### src/rtl/instr_encoder.sv
// instr_encoder
//   Encodes MIPS-style instruction requests into 32-bit words and writes
//   them to consecutive word addresses of an instruction memory.
//   Encoding is combinational at the input. Each accepted word is pushed
//   into a 4-entry FIFO together with its last tag. A four-state FSM
//   (IDLE/RUN/DRAIN/DONE) sequences a load session.
//
// Ports
//   clk, rst_n          clock, asynchronous active-low reset
//   start, base_addr    session start pulse and byte base address
//   in_valid/in_ready   request handshake (op_sel, rs, rt, rd, shamt,
//                       imm, target, in_last)
//   imem_we/imem_ready  memory write handshake (imem_addr, imem_wdata)
//   busy, done          FSM not idle / one-cycle completion pulse
//   words_written       completed writes in the current session
//   err_illegal         sticky illegal-op flag (ENC_ERR_CHECK_EN only)
//
// Configuration macro: ENC_ERR_CHECK_EN
//   defined   : illegal op_sel is accepted, dropped, and sets err_illegal
//   undefined : illegal op_sel encodes as a NOP (0) and is pushed
module instr_encoder (
  input  logic        clk,
  input  logic        rst_n,
  input  logic        start,
  input  logic [31:0] base_addr,
  input  logic        in_valid,
  output logic        in_ready,
  input  logic [4:0]  op_sel,
  input  logic [4:0]  rs,
  input  logic [4:0]  rt,
  input  logic [4:0]  rd,
  input  logic [4:0]  shamt,
  input  logic [15:0] imm,
  input  logic [25:0] target,
  input  logic        in_last,
  output logic        imem_we,
  input  logic        imem_ready,
  output logic [31:0] imem_addr,
  output logic [31:0] imem_wdata,
  output logic        busy,
  output logic        done,
  output logic [15:0] words_written
`ifdef ENC_ERR_CHECK_EN
  ,
  output logic        err_illegal
`endif
);

  typedef enum logic [1:0] {S_IDLE, S_RUN, S_DRAIN, S_DONE} state_t;

  state_t      state_q;
  logic [31:0] addr_q;
  logic [15:0] words_q;
  logic        done_q;
  logic        err_q;
  logic [1:0]  wr_ptr_q, rd_ptr_q;
  logic [2:0]  count_q, count_d;
  logic [32:0] fifo_q [4];  // {last, word}

  logic [31:0] enc_word;
  logic        enc_legal;
  logic        accept, push, pop;
  logic        fifo_empty, fifo_full;
  logic [32:0] head;

  // Word alignment: the low address bits are discarded.
  logic unused_base_bits;
  assign unused_base_bits = ^base_addr[1:0];

  // Combinational instruction encoder.
  always_comb begin
    enc_word  = 32'h0000_0000;
    enc_legal = 1'b1;
    case (op_sel)
      5'd0:  enc_word = {6'b0, rs, rt, rd, 5'd0,  6'b100100};  // AND
      5'd1:  enc_word = {6'b0, rs, rt, rd, 5'd0,  6'b100101};  // OR
      5'd2:  enc_word = {6'b0, rs, rt, rd, 5'd0,  6'b100000};  // ADD
      5'd3:  enc_word = {6'b0, rs, rt, rd, 5'd0,  6'b100110};  // XOR
      5'd4:  enc_word = {6'b0, rs, rt, rd, 5'd0,  6'b100111};  // NOR
      5'd5:  enc_word = {6'b0, rs, rt, rd, shamt, 6'b000010};  // SRL
      5'd6:  enc_word = {6'b0, rs, rt, rd, 5'd0,  6'b100010};  // SUB
      5'd7:  enc_word = {6'b0, rs, rt, rd, shamt, 6'b000000};  // SLL
      5'd8:  enc_word = {6'b0, rs, rt, rd, 5'd0,  6'b100001};  // ADDU
      5'd9:  enc_word = {6'b0, rs, rt, rd, 5'd0,  6'b100011};  // SUBU
      5'd10: enc_word = {6'b0, rs, 15'b0, 6'b001000};          // JR
      5'd11: enc_word = {6'b001100, rs, rt, imm};              // ANDI
      5'd12: enc_word = {6'b001101, rs, rt, imm};              // ORI
      5'd13: enc_word = {6'b001000, rs, rt, imm};              // ADDI
      5'd14: enc_word = {6'b100011, rs, rt, imm};              // LW
      5'd15: enc_word = {6'b101011, rs, rt, imm};              // SW
      5'd16: enc_word = {6'b000100, rs, rt, imm};              // BEQ
      5'd17: enc_word = {6'b000101, rs, rt, imm};              // BNE
      5'd18: enc_word = {6'b000110, rs, rt, imm};              // BLT
      5'd19: enc_word = {6'b000111, rs, rt, imm};              // BGT
      5'd20: enc_word = {6'b001010, rs, rt, imm};              // BLE
      5'd21: enc_word = {6'b001011, rs, rt, imm};              // BGE
      5'd22: enc_word = {6'b000011, target};                   // JAL
      default: enc_legal = 1'b0;                               // NOP word
    endcase
  end

  assign fifo_empty = (count_q == 3'd0);
  assign fifo_full  = (count_q == 3'd4);

  // No bypass: a full FIFO refuses input even when it pops this cycle.
  assign in_ready = (state_q == S_RUN) && !fifo_full;
  assign accept   = in_valid && in_ready;
`ifdef ENC_ERR_CHECK_EN
  assign push = accept && enc_legal;
`else
  assign push = accept;
`endif
  assign imem_we = !fifo_empty;
  assign pop     = imem_we && imem_ready;

  assign head          = fifo_q[rd_ptr_q];
  assign imem_wdata    = fifo_empty ? 32'h0000_0000 : head[31:0];
  assign imem_addr     = addr_q;
  assign busy          = (state_q != S_IDLE);
  assign done          = done_q;
  assign words_written = words_q;
`ifdef ENC_ERR_CHECK_EN
  assign err_illegal = err_q;
`else
  logic unused_err;
  assign unused_err = err_q;
`endif

  always_comb begin
    count_d = count_q;
    if (push && !pop)      count_d = count_q + 3'd1;
    else if (pop && !push) count_d = count_q - 3'd1;
  end

  // FIFO storage, one register per entry.
  genvar gi;
  generate
    for (gi = 0; gi < 4; gi++) begin : g_fifo
      always_ff @(posedge clk or negedge rst_n) begin
        if (!rst_n)
          fifo_q[gi] <= 33'h0;
        else if (push && (wr_ptr_q == gi[1:0]))
          fifo_q[gi] <= {in_last, enc_word};
      end
    end
  endgenerate

  always_ff @(posedge clk or negedge rst_n) begin
    if (!rst_n) begin
      state_q  <= S_IDLE;
      addr_q   <= 32'h0;
      words_q  <= 16'h0;
      done_q   <= 1'b0;
      err_q    <= 1'b0;
      wr_ptr_q <= 2'd0;
      rd_ptr_q <= 2'd0;
      count_q  <= 3'd0;
    end else begin
      done_q  <= 1'b0;
      count_q <= count_d;
      if (push) wr_ptr_q <= wr_ptr_q + 2'd1;
      if (pop) begin
        rd_ptr_q <= rd_ptr_q + 2'd1;
        addr_q   <= addr_q + 32'd4;   // wraps naturally at 2^32
        words_q  <= words_q + 16'd1;  // wraps naturally at 2^16
      end
`ifdef ENC_ERR_CHECK_EN
      if (accept && !enc_legal) err_q <= 1'b1;
`endif
      case (state_q)
        S_IDLE: if (start) begin
          state_q <= S_RUN;
          addr_q  <= {base_addr[31:2], 2'b00};
          words_q <= 16'h0;
          err_q   <= 1'b0;
        end
        S_RUN: if (accept && in_last) state_q <= S_DRAIN;
        // The empty case covers a dropped illegal last request, which
        // leaves no tagged entry behind.
        S_DRAIN: if ((pop && head[32]) || fifo_empty) begin
          state_q <= S_DONE;
          done_q  <= 1'b1;
        end
        default: state_q <= S_IDLE;  // S_DONE
      endcase
    end
  end

endmodule

### config.mk
export PLATFORM = sky130hd
export DESIGN_NAME = instr_encoder
export DESIGN_NICKNAME = d
export VERILOG_FILES = /design/src/rtl/instr_encoder.sv
export SDC_FILE = /design/constraint.sdc
export NUM_CORES = 1
export LEC_CHECK = 0
export CORE_MARGIN = 10
export CORE_UTILIZATION = 40
export DETAILED_ROUTE_END_ITERATION = 12
export GPL_TIMING_DRIVEN = 1
export PLACE_DENSITY = 0.62
export REMOVE_ABC_BUFFERS = 1
export SLEW_MARGIN = 20
export SYNTH_ARGS = -nofsm -noshare
export SYNTH_HDL_FRONTEND = slang
export SYNTH_SLANG_ARGS = --single-unit
### constraint.sdc
create_clock -name clk -period 2.8 [get_ports clk]
set_input_delay 0.28 -clock clk [delete_from_list [all_inputs] [get_ports clk]]
set_output_delay 0.28 -clock clk [all_outputs]
set_load 0.02 [all_outputs]
==> results.yml <==
status:
  outcome: "completed"
timing:
  max_freq_mhz: 370
  clock_skew_ns: 0.0123
  rsz0062_at_grt: "no"
  setup-violations-final: 0
  fin_hold_ws_ns: 0.394
  tns_ns: 0
  final_hold_viol_count: 0
  min_period_ns: 2.70
  layout_setup_ws_ns: 0.0996
  period_share_pct: 96.4
  tightest_slew_ns: 0.806
  slew_headroom_pct: 45.7
  drv_slew: 0
detailed_routing:
  postRouteAntennaNets: 0
  drt-pass1-iter-count: 7
  wl_per_cell_um: 17.8
  wl_um: 24300
  drcViolationCount: 0
  detail_route.iter0.violations: 377
  vias_per_cell: 5.15
  vias: 6998
worst_setup_path:
  start_kind: "flip-flop"
  endpoint_kind: "primary output"
  reg2regPathDepth: 6
  cp_data_arrival_time_ns: 2.42
  crit_required_ns: 2.52
  critical_path_class: "reg2out"
  crit_fanout: 27
die:
  die-area_um2: 28900
  rows: 54
  pin_count: 189
  start_util_pct: 40.9
  die_x_um: 170
  die_h_um: 170
  core_area_um2: 22000
placement:
  place_area_um2: 11200
  dp_hpwl_um: 17300
  port_buffers: 183
  place_ws_ns: 0.333
  place.gp.congestion: 0.789
global_routing:
  grt-ovfl-total: 0
  grt_pass1_vias: 7056
  grt.total_usage_pct: 17.0
  grt_max_degree: 75
  antenna_found_initial: 1
  grt_pass1_wl_um: 39200
cts:
  cts_root_buffer: "clkbuf_16"
  clk_latency_ns: 0.43
  clock-sinks: 184
  cts_buffers: 17
  htreeDepth: 4
  path_clk_slew_ns: 0.08
  cts_setup_buffers: 0
  cts_tree: "yes"
  clockBufferDepth: 2
logic_synthesis:
  async_flop_share_pct: 100
  synth_edf_count: 0
  seq_area_frac_synth_pct: 51.1
  ys_ff_latch: 184
  syn_area_um2: 9010
  netlist_instances: 895
  synth.avg_cell_area_um2: 10.1
  synth-main-ff-cell: "dfrtp_1"
  yosys_warnings: 0
  synth_cell_types: 51
cells_and_area:
  final_nets: 1182
  finalInstanceArea_um2: 11800
  drive_gt1_share_pct: 10.7
  area_growth_pct: 30.7
  mostFrequentLayoutCells: "nand2_1, dfrtp_1, clkdlybuf4s50_1, o21ai_0"
  final_common_cell: "nand2_1"
pwr:
  fin_total_pwr_mw: 11.9
  p_leak_nw: 4.98
  p_per_area_nw_per_um2: 1010
  max-vdd-ir-drop_uv: 405
worst_hold_path:
  holdPathStages: 3
  hp-class: "in2reg"
job:
  maxCapViolCount: 0
metrics by stage:
step                      utilization, %  cells
after floorplan                        -    833
after global placement              50.9   1326
after detailed placement            50.9   1326
after CTS                           53.5   1359
after global routing                53.5   1360
final                               53.5   1360
synthesized netlist by cell type, drive strengths merged, types with 2 or more instances:
cell	number	area, um^2
nand2	189	709
dfrtp	184	4600
o21ai	161	806
clkbuf	37	139
and2	34	213
nor2	34	128
xor2	33	289
mux4	32	721
buf	27	154
xnor2	17	149
nand3	16	85.1
nand4	15	93.8
and3	14	87.6
inv	11	46.3
a21oi	10	50.1
a222oi	10	100
ha	10	125
a32oi	8	70.1
a22oi	6	45.0
mux2	6	67.6
a31oi	5	31.3
nor3	5	41.3
nand2b	4	25.0
nor2b	3	18.8
nor4	3	40.0
or3	3	18.8
and4	2	17.5
o22ai	2	18.8
flip-flops by register name (all words and copies together), names as in the netlist:
| register | flops |
|---|---|
| count_q | 3 |
| done | 1 |
| fifo_q | 128 |
| imem_addr | 30 |
| rd_ptr_q | 2 |
| state_q | 2 |
| words_written | 16 |
| wr_ptr_q | 2 |
kinds of logic after synthesis:
group                    Yosys count  synth area share [%]
multiplexers                      38                  8.75
buffers and inverters             75                  3.76
other                              1                0.0416
XOR/XNOR                          50                  4.86
AO/OA/AOI/OAI                    210                  13.2
AND/OR/NAND/NOR                  326                  16.7
adder cells (fa/ha/maj)           11                  1.61
flip-flops                       184                  51.1
layout make-up:
cell class | instances | area, um^2
Timing Repair Buffer | 214 | 2130
Inverter | 11 | 46.3
Antenna cell | 1 | 2.50
Tap cell | 280 | 350
Sequential cell | 184 | 4610
Fill cell | 2013 | 10200
Clock inverter | 13 | 113
Clock buffer | 19 | 443
Multi-Input combinational cell | 638 | 4090
worst max-delay path: stages, from the launching register on:
cell	delay [ns]
dfrtp_1	0.45
or3_1	0.56
buf_12	0.24
and2_1	0.19
clkdlybuf4s50_1	0.55
metal layers:
| layer | global-route usage, % | wire length (um) | vias up |
|---|---|---|---|
| li1 | - | - | 3455 |
| met1 | 21.9 | 11100 | 3399 |
| met2 | 27.9 | 11600 | 125 |
| met3 | 4.53 | 1220 | 19 |
| met4 | 4.42 | 332 | 0 |
| met5 | 0 | 0 | - |
report_power, final:
part / switching [mW] / internal [mW] / leakage, nW
registers: 0.711 / 3.72 / 2.40
clock network: 1.10 / 1.19 / 0.269
logic: 2.60 / 2.55 / 2.31
path summary, 6_finish.rpt:
kind / slack, ns / startpoint / endpoint
worst max-delay path: 0.1 / count_q[0] / imem_wdata[13]
worst min-delay path: 0.39 / base_addr[21] / imem_addr[21]
worst max register to register: 0.47 / count_q[0] / count_q[1]
worst min register to register: 0.48 / fifo_q[105] / fifo_q[105]
max in group asynchronous: 1.58 / rst_n / count_q[2]
min in group asynchronous: 0.45 / rst_n / fifo_q[105]
timing repair:
item	in CTS	in global routing
hold endpoints to repair	71	0
gates resized for setup	0	0
hold buffers	1	0
(Power assumes the default switching activity.)
